<file path="src/rtl/btb_update_scheduler.sv">
// rtl/btb_update_scheduler.sv - BTB with 2-bit counters, single-port arbitration, update FIFO and flush sweep
//
// Purpose:
//   Owns a direct-mapped branch target buffer with 2-bit predictor counters.
//   The table has one access port per cycle. IF lookups and the drain of a
//   small update FIFO compete for it. A RUN/SWEEP FSM invalidates the whole
//   table one entry per cycle on flush_btb.
//
// Ports:
//   clk, reset            clock (rising edge), asynchronous active-high reset
//   lookup_req/_pc        IF prediction request and fetch PC
//   lookup_stall          request not granted this cycle (FIFO full, drain wins)
//   rsp_valid             registered response, one cycle after a granted lookup
//   pred_hit/_target      tag hit and predicted target (0 on miss)
//   branchPredict         counter of the hit entry, 2'b01 on miss
//   upd_valid/_pc/_target/_taken  resolved branch from EX
//   upd_ready             update accepted this cycle (combinational)
//   flush_btb             start invalidate sweep
//   sweep_busy            high while sweeping
module btb_update_scheduler #(
  parameter int IDX_W   = 4,
  parameter int TAG_W   = 8,
  parameter int Q_DEPTH = 4
) (
  input  logic        clk,
  input  logic        reset,
  input  logic        lookup_req,
  input  logic [31:0] lookup_pc,
  output logic        lookup_stall,
  output logic        rsp_valid,
  output logic        pred_hit,
  output logic [31:0] pred_target,
  output logic [1:0]  branchPredict,
  input  logic        upd_valid,
  input  logic [31:0] upd_pc,
  input  logic [31:0] upd_target,
  input  logic        upd_taken,
  output logic        upd_ready,
  input  logic        flush_btb,
  output logic        sweep_busy
);

  localparam int N  = 1 << IDX_W;
  localparam int QW = $clog2(Q_DEPTH);

  typedef enum logic {S_RUN = 1'b0, S_SWEEP = 1'b1} state_e;

  state_e           state_q, state_d;
  logic [IDX_W-1:0] ptr_q, ptr_d;

  // Table storage; only the valid bits need a reset value.
  logic [N-1:0]     valid_q;
  logic [TAG_W-1:0] tag_q [N];
  logic [31:0]      tgt_q [N];
  logic [1:0]       ctr_q [N];

  // Update FIFO
  logic [31:0]      fq_pc_q  [Q_DEPTH];
  logic [31:0]      fq_tgt_q [Q_DEPTH];
  logic [Q_DEPTH-1:0] fq_taken_q;
  logic [QW-1:0]    rd_ptr_q, wr_ptr_q;
  logic [QW:0]      count_q;

  logic fifo_full, fifo_empty;
  logic lookup_grant, drain, push;

  assign fifo_full  = (count_q == (QW+1)'(Q_DEPTH));
  assign fifo_empty = (count_q == '0);
  assign push       = upd_valid && upd_ready;

  // ---------------- FSM: state register ----------------
  always_ff @(posedge clk or posedge reset) begin
    if (reset) begin
      state_q <= S_RUN;
      ptr_q   <= '0;
    end else begin
      state_q <= state_d;
      ptr_q   <= ptr_d;
    end
  end

  // ---------------- FSM: next state ----------------
  always_comb begin
    state_d = state_q;
    ptr_d   = ptr_q;
    case (state_q)
      S_RUN: begin
        if (flush_btb) begin
          state_d = S_SWEEP;
          ptr_d   = '0;
        end
      end
      S_SWEEP: begin
        if (flush_btb) begin
          ptr_d = '0;
        end else begin
          ptr_d = ptr_q + 1'b1;
          if (ptr_q == IDX_W'(N-1)) state_d = S_RUN;
        end
      end
      default: state_d = S_RUN;
    endcase
  end

  // ---------------- FSM: outputs / port arbitration ----------------
  // A full FIFO must drain or EX updates would be lost; otherwise IF has priority.
  always_comb begin
    lookup_grant = 1'b0;
    drain        = 1'b0;
    lookup_stall = 1'b0;
    upd_ready    = 1'b0;
    sweep_busy   = 1'b0;
    case (state_q)
      S_RUN: begin
        drain        = !fifo_empty && (fifo_full || !lookup_req);
        lookup_grant = lookup_req && !fifo_full;
        lookup_stall = lookup_req && fifo_full;
        upd_ready    = !fifo_full || drain;
      end
      S_SWEEP: begin
        sweep_busy   = 1'b1;
        lookup_grant = lookup_req;
      end
      default: ;
    endcase
  end

  // ---------------- FIFO head decode and write data ----------------
  logic [31:0]      hd_pc, hd_tgt;
  logic             hd_taken, hd_hit;
  logic [IDX_W-1:0] hd_idx;
  logic [TAG_W-1:0] hd_tag;
  logic [1:0]       hd_ctr, wr_ctr;
  logic             tbl_we;

  assign hd_pc    = fq_pc_q[rd_ptr_q];
  assign hd_tgt   = fq_tgt_q[rd_ptr_q];
  assign hd_taken = fq_taken_q[rd_ptr_q];
  assign hd_idx   = hd_pc[IDX_W+1:2];
  assign hd_tag   = hd_pc[IDX_W+TAG_W+1:IDX_W+2];
  assign hd_ctr   = ctr_q[hd_idx];
  assign hd_hit   = valid_q[hd_idx] && (tag_q[hd_idx] == hd_tag);
  // A not-taken miss is popped without touching the table.
  assign tbl_we   = drain && (hd_hit || hd_taken);

  always_comb begin
    wr_ctr = hd_ctr;
    if (!hd_hit)       wr_ctr = 2'b10;
    else if (hd_taken) wr_ctr = (hd_ctr == 2'b11) ? 2'b11 : hd_ctr + 2'b01;
    else               wr_ctr = (hd_ctr == 2'b00) ? 2'b00 : hd_ctr - 2'b01;
  end

  // ---------------- Table ----------------
  always_ff @(posedge clk or posedge reset) begin
    if (reset) begin
      valid_q <= '0;
    end else if (state_q == S_SWEEP) begin
      valid_q[ptr_q] <= 1'b0;
    end else if (drain && hd_taken) begin
      valid_q[hd_idx] <= 1'b1;
    end
  end

  always_ff @(posedge clk) begin
    if (tbl_we) begin
      ctr_q[hd_idx] <= wr_ctr;
      if (hd_taken) begin
        tag_q[hd_idx] <= hd_tag;
        tgt_q[hd_idx] <= hd_tgt;
      end
    end
  end

  // ---------------- FIFO ----------------
  always_ff @(posedge clk or posedge reset) begin
    if (reset) begin
      rd_ptr_q <= '0;
      wr_ptr_q <= '0;
      count_q  <= '0;
    end else if (state_q == S_RUN && flush_btb) begin
      // Pending updates refer to entries about to be invalidated.
      rd_ptr_q <= '0;
      wr_ptr_q <= '0;
      count_q  <= '0;
    end else begin
      if (push)  wr_ptr_q <= wr_ptr_q + 1'b1;
      if (drain) rd_ptr_q <= rd_ptr_q + 1'b1;
      count_q <= count_q + (QW+1)'(push) - (QW+1)'(drain);
    end
  end

  always_ff @(posedge clk) begin
    if (push) begin
      fq_pc_q[wr_ptr_q]    <= upd_pc;
      fq_tgt_q[wr_ptr_q]   <= upd_target;
      fq_taken_q[wr_ptr_q] <= upd_taken;
    end
  end

  // ---------------- Lookup response ----------------
  logic [IDX_W-1:0] lk_idx;
  logic [TAG_W-1:0] lk_tag;
  logic             lk_hit;

  assign lk_idx = lookup_pc[IDX_W+1:2];
  assign lk_tag = lookup_pc[IDX_W+TAG_W+1:IDX_W+2];
  // During a sweep part of the table is still valid; report a miss regardless.
  assign lk_hit = (state_q == S_RUN) && valid_q[lk_idx] && (tag_q[lk_idx] == lk_tag);

  always_ff @(posedge clk or posedge reset) begin
    if (reset) begin
      rsp_valid     <= 1'b0;
      pred_hit      <= 1'b0;
      pred_target   <= '0;
      branchPredict <= 2'b00;
    end else begin
      rsp_valid <= lookup_grant;
      if (lookup_grant) begin
        pred_hit      <= lk_hit;
        pred_target   <= lk_hit ? tgt_q[lk_idx] : 32'h0;
        branchPredict <= lk_hit ? ctr_q[lk_idx] : 2'b01;
      end
    end
  end

  logic unused_pc_bits;
  assign unused_pc_bits = ^{lookup_pc[31:IDX_W+TAG_W+2], lookup_pc[1:0],
                            hd_pc[31:IDX_W+TAG_W+2], hd_pc[1:0]};

endmodule
</file>
<file path="config.mk">
export PLATFORM = sky130hd
export DESIGN_NAME = btb_update_scheduler
export DESIGN_NICKNAME = d
export VERILOG_FILES = /design/src/rtl/btb_update_scheduler.sv
export SDC_FILE = /design/constraint.sdc
export NUM_CORES = 1
export LEC_CHECK = 0
export BUFFER_PORTS_ARGS = -buffer_cell sky130_fd_sc_hd__buf_2
export CORE_UTILIZATION = 62
export DETAILED_ROUTE_END_ITERATION = 16
export PLACE_DENSITY = 0.8
export SLEW_MARGIN = 5
export SYNTH_ARGS = -nofsm -noshare
export SYNTH_HDL_FRONTEND = slang
export SYNTH_SLANG_ARGS = --single-unit
</file>
<file path="constraint.sdc">
create_clock -name clk -period 6.3 [get_ports clk]
set_clock_uncertainty 0.15 [all_clocks]
set_input_delay 0.945 -clock clk [delete_from_list [all_inputs] [get_ports clk]]
set_output_delay 0.945 -clock clk [all_outputs]
set_load 0.03 [all_outputs]
</file>
==> metrics list <==
* Final Setup Violations: 0
- Counting distinct cell types in the post-synthesis netlist gives 50.
- Wire length of the first global-routing pass: between 100 and 150 mm
- The worst setup path is launched from a flop.
- The count of nets left with antenna violations once routing finished came out at 0.
- Highest routed layer: met5
- Post-synthesis instance area: 0.03675 mm2
* Register-to-Register Path Depth: 8
* Wire length reported by the detailed router: between 80 and 90 mm
- Dividing the detail-routed via count by the number of cells gives 6.998.
- Compared with the post-synthesis result, the final layout area differs by 11.30%.
* Pwr Density: 333.2 mW/mm2
- Static leakage: 13.63 nW
* Width of the die: 245.5 um
- Kind of path behind the tightest hold check: flop to flop
- Initial drt markers: 2,408
- Routed length per instance: 32.12 um
* CP endpoint kind: flop
- The clock tree synthesis step divided the H-tree into 3 levels.
* Worst hold path startpoint: pred_hit
- The total overflow left after global routing is 0.
* Root buffer cell: sky130_fd_sc_hd__clkbuf_16
* Cell area after layout: 0.04090 mm2
* Number of antenna violations at the first check in global routing: 1
* TritonCTS clock tree: yes
- Synthesis inferred 916 register bits.
- # hold bufs at CTS: 0
- Family with the most delay on the worst path: compound AO/OA/AOI/OAI gates
* Yosys warnings: 0
- Headroom to the max-slew limit came out at roughly 17%.
- Synthesis handed over a netlist of 1,743 instances.
- Clock latency on the worst-skew pair, taken at its later pin, is ~650 ps.
- At the pin with the least slew margin, the transition time is 1249 ps.
- Highest-delay cell along the critical path: sky130_fd_sc_hd__mux4_2
- Routability-driven placement finished with a final weighted congestion of between 0.8 and 0.9.
- The die is 245.5 um tall.
- Clock sinks: roughly 920
* Wire length the detailed router placed on met1: 31.55 mm
- Together, buffers and inverters on the worst path number 0.
- Traced cell by cell, the critical path runs through mux4_2, nor2b_1, a22oi_1, and3b_1, nor4b_1, and4_1, o211ai_2, a21oi_1.
- Buffers added to address setup during post-CTS repair amount to 0.
* Clock-pin slew on the worst setup and hold paths: 60 ps
- The via count of the first global-routing pass was 19,470.
- Final Max Tran Viols: 0
* Max VDD drop: between 0.0003 and 0.0004 V
* Maximum operating frequency: 0.1938 GHz
* Share of the yosys chip area belonging to registers: 73.98%
* Standard cell area after detailed placement: ~0.038 mm2
* Initial Utilization: 63.21%
* Yosys top cell area share: a little over two thirds
- In this run the tool buffered the top-level ports with 100 buffer cells.
* Run status: finished, final reports clean
- Share of flip-flops with an asynchronous set or reset: approximately 7%
- Endpoints failing hold: 0
* Setup slack after placement: 1338 ps
* All-Layer GR Usage: 29.99%
- Detailed routing placed a total of 8.814 mm of wire on met3.
* Resize count post-CTS: 0
- Launching point of the worst reg2reg path: rd_ptr_q[0]
- Mean instance size in the synthesized netlist: around 21 um2
* Number of core rows: 88
- Half-perimeter wire length after placement: 46.12 mm
- Register-to-register setup slack: 1140 ps
* Detail Route met2 WL: 43.69 mm
- Min Tclk post-route: 5160 ps
* Largest cells by area after synthesis: sky130_fd_sc_hd__edfxtp_1 70%, sky130_fd_sc_hd__mux4_2 17%, sky130_fd_sc_hd__dfrtp_1 4.4%
* Cell accounting for the most synthesized area: sky130_fd_sc_hd__edfxtp_1
- The worst setup path is of the flop to flop kind.
* Final cycle utilization of the critical path: between 80 and 90%
- The endpoint identified for the worst register-to-register timing path is ctr_q[7][0].
* Fraction of the core area covered by cells at the end of the flow: a little over two thirds
- Buffers inserted during clock tree synthesis total 87.
- DRC Markers: 0
- Adding up every negative setup slack in the final design gives 0 ps.
- The longest clock path from root to sink contains 3 buffers.
* Unrepaired setup endpoints after global routing: false
- Signal arrival time at the worst endpoint: 5270 ps
- The worst path meets setup with approximately 1100 ps of slack.
* Critical path required time: 6410 ps
- For this run, the slowest stage of the critical path takes ~1000 ps.
* Worst hold stages: 2
- Floorplan die area: 0.06025 mm2
* Via Count: 19,010
- Across the run, the number of max-cap violations was 0.
- In this run the standard cell core region covers 0.05814 mm2.
- Endpoint of the worst hold-timing path: pred_hit
- The synthesized design contains ~850 enable-type register cells.
* Number of iterations in the first detailed-routing pass: 5
- Largest net degree at the start of global routing: 78
- Layout Nets: 1,994
- Fraction of final layout cells sized beyond drive strength 1: 29.11%
- Total I/O pin count: between 100 and 150
- Most frequently used flop master after synthesis: sky130_fd_sc_hd__edfxtp_1
- Counting every net in the synthesized netlist gives 1,856.
- Largest fanout of any net on the critical path: 32
logic make-up (layout without fill, tap and decap cells):
group           count (synthesis)  in the layout  share of synthesized area (%)
fa+ha+maj                      11             11                         0.3949
buf+inv                       142            350                          1.747
simple gates                  174            174                          2.285
flops                         916            916                          73.98
compound gates                117            117                          1.954
other cells                     0              1                              0
mux                           356            356                          19.00
xor+xnor                       27             27                         0.6435
per-stage QoR:
step                power, mW  cells  hold WS (ps)
global route            13.99   2716         334.9
finish                  13.63   2717         316.4
global placement        8.555   2557         304.4
CTS                     13.65   2716         323.7
detailed placement      8.626   2557         308.8
floorplan               8.211   1743         316.6
cell usage after synthesis, drive strengths merged (5+ instances only):
cell type	instances
nand2	71
and2	9
nand2b	5
a21o	5
a22oi	15
o22ai	9
nor3	5
mux2i	80
clkbuf	41
nor2	33
buf	51
o21ai	57
or2	6
nor2b	8
o31ai	5
and3	7
mux4	273
inv	50
xnor2	23
edfxtp	852
ha	10
dfrtp	64
a21oi	9
nand3	15
routing by layer:
layer  vias up  GRT usage (%)
li1       7474              -
met1      9913          41.03
met2      1378          48.97
met3       246          5.228
met4         2          11.62
met5         -              0
flip-flops by register name, summed over array words and instances (netlist names):
register / cells
branchPredict: 2
count_q: 3
ctr_q: 32
fq_pc_q: 48
fq_taken_q: 4
fq_tgt_q: 128
pred_hit: 1
pred_target: 32
ptr_q: 4
rd_ptr_q: 2
rsp_valid: 1
state_q: 1
tag_q: 128
tgt_q: 512
valid_q: 16
wr_ptr_q: 2
report_power, final:
| group | total, mW | switching [mW] | internal, mW |
|---|---|---|---|
| clock network | 5.08 | 2.24 | 2.84 |
| registers | 6.99 | 0.0360 | 6.95 |
| logic | 1.56 | 0.992 | 0.570 |
| total | 13.6 | 3.27 | 10.4 |
worst reg2reg max path, delay by kind of cell (launching register included):
kind            cells  cell delay (ps)
compound gates      3             1540
simple gates        4             1470
mux                 1             1050
flops               1              560
cell type report:
| cell class | count | area [um2] |
|---|---|---|
| Sequential cell | 916 | 27190 |
| Fill cell | 3334 | 17230 |
| Multi-Input combinational cell | 685 | 9009 |
| Clock buffer | 117 | 2352 |
| Tap cell | 765 | 957.2 |
| Timing Repair Buffer | 141 | 827.0 |
| Clock inverter | 42 | 375.4 |
| Inverter | 50 | 188.9 |
| Antenna cell | 1 | 2.502 |
layout by cell type (no fill, tap or decap), drive strengths merged, types with 5 or more instances in the layout:
master	netlist	routed
nor2b	8	8
clkinv	0	34
nand2	71	71
buf	51	141
clkbuf	41	117
nor2	33	33
mux4	273	273
and3	7	7
o22ai	9	9
a22oi	15	15
edfxtp	852	852
o31ai	5	5
nand3	15	15
inv	50	52
a21o	5	5
ha	10	10
dfrtp	64	64
a21oi	9	9
and2	9	9
nor3	5	5
nand2b	5	5
or2	6	6
mux2i	80	80
o21ai	57	57
xnor2	23	23
bufinv	0	5
worst max path at each step:
stage	slack (ps)	startpoint	end	depth (start not counted)
2_1_floorplan	1750	lookup_req	ctr_q[3][0]	6
3_3_place_gp	1570	rd_ptr_q[0]	ctr_q[10][0]	8
3_5_place_dp	1340	rd_ptr_q[0]	ctr_q[8][0]	7
4_1_cts	1230	rd_ptr_q[0]	ctr_q[7][0]	7
5_1_grt	880	rd_ptr_q[0]	ctr_q[7][0]	7
6_report	1140	rd_ptr_q[0]	ctr_q[7][0]	8
Power figures use the tool's default switching activity.
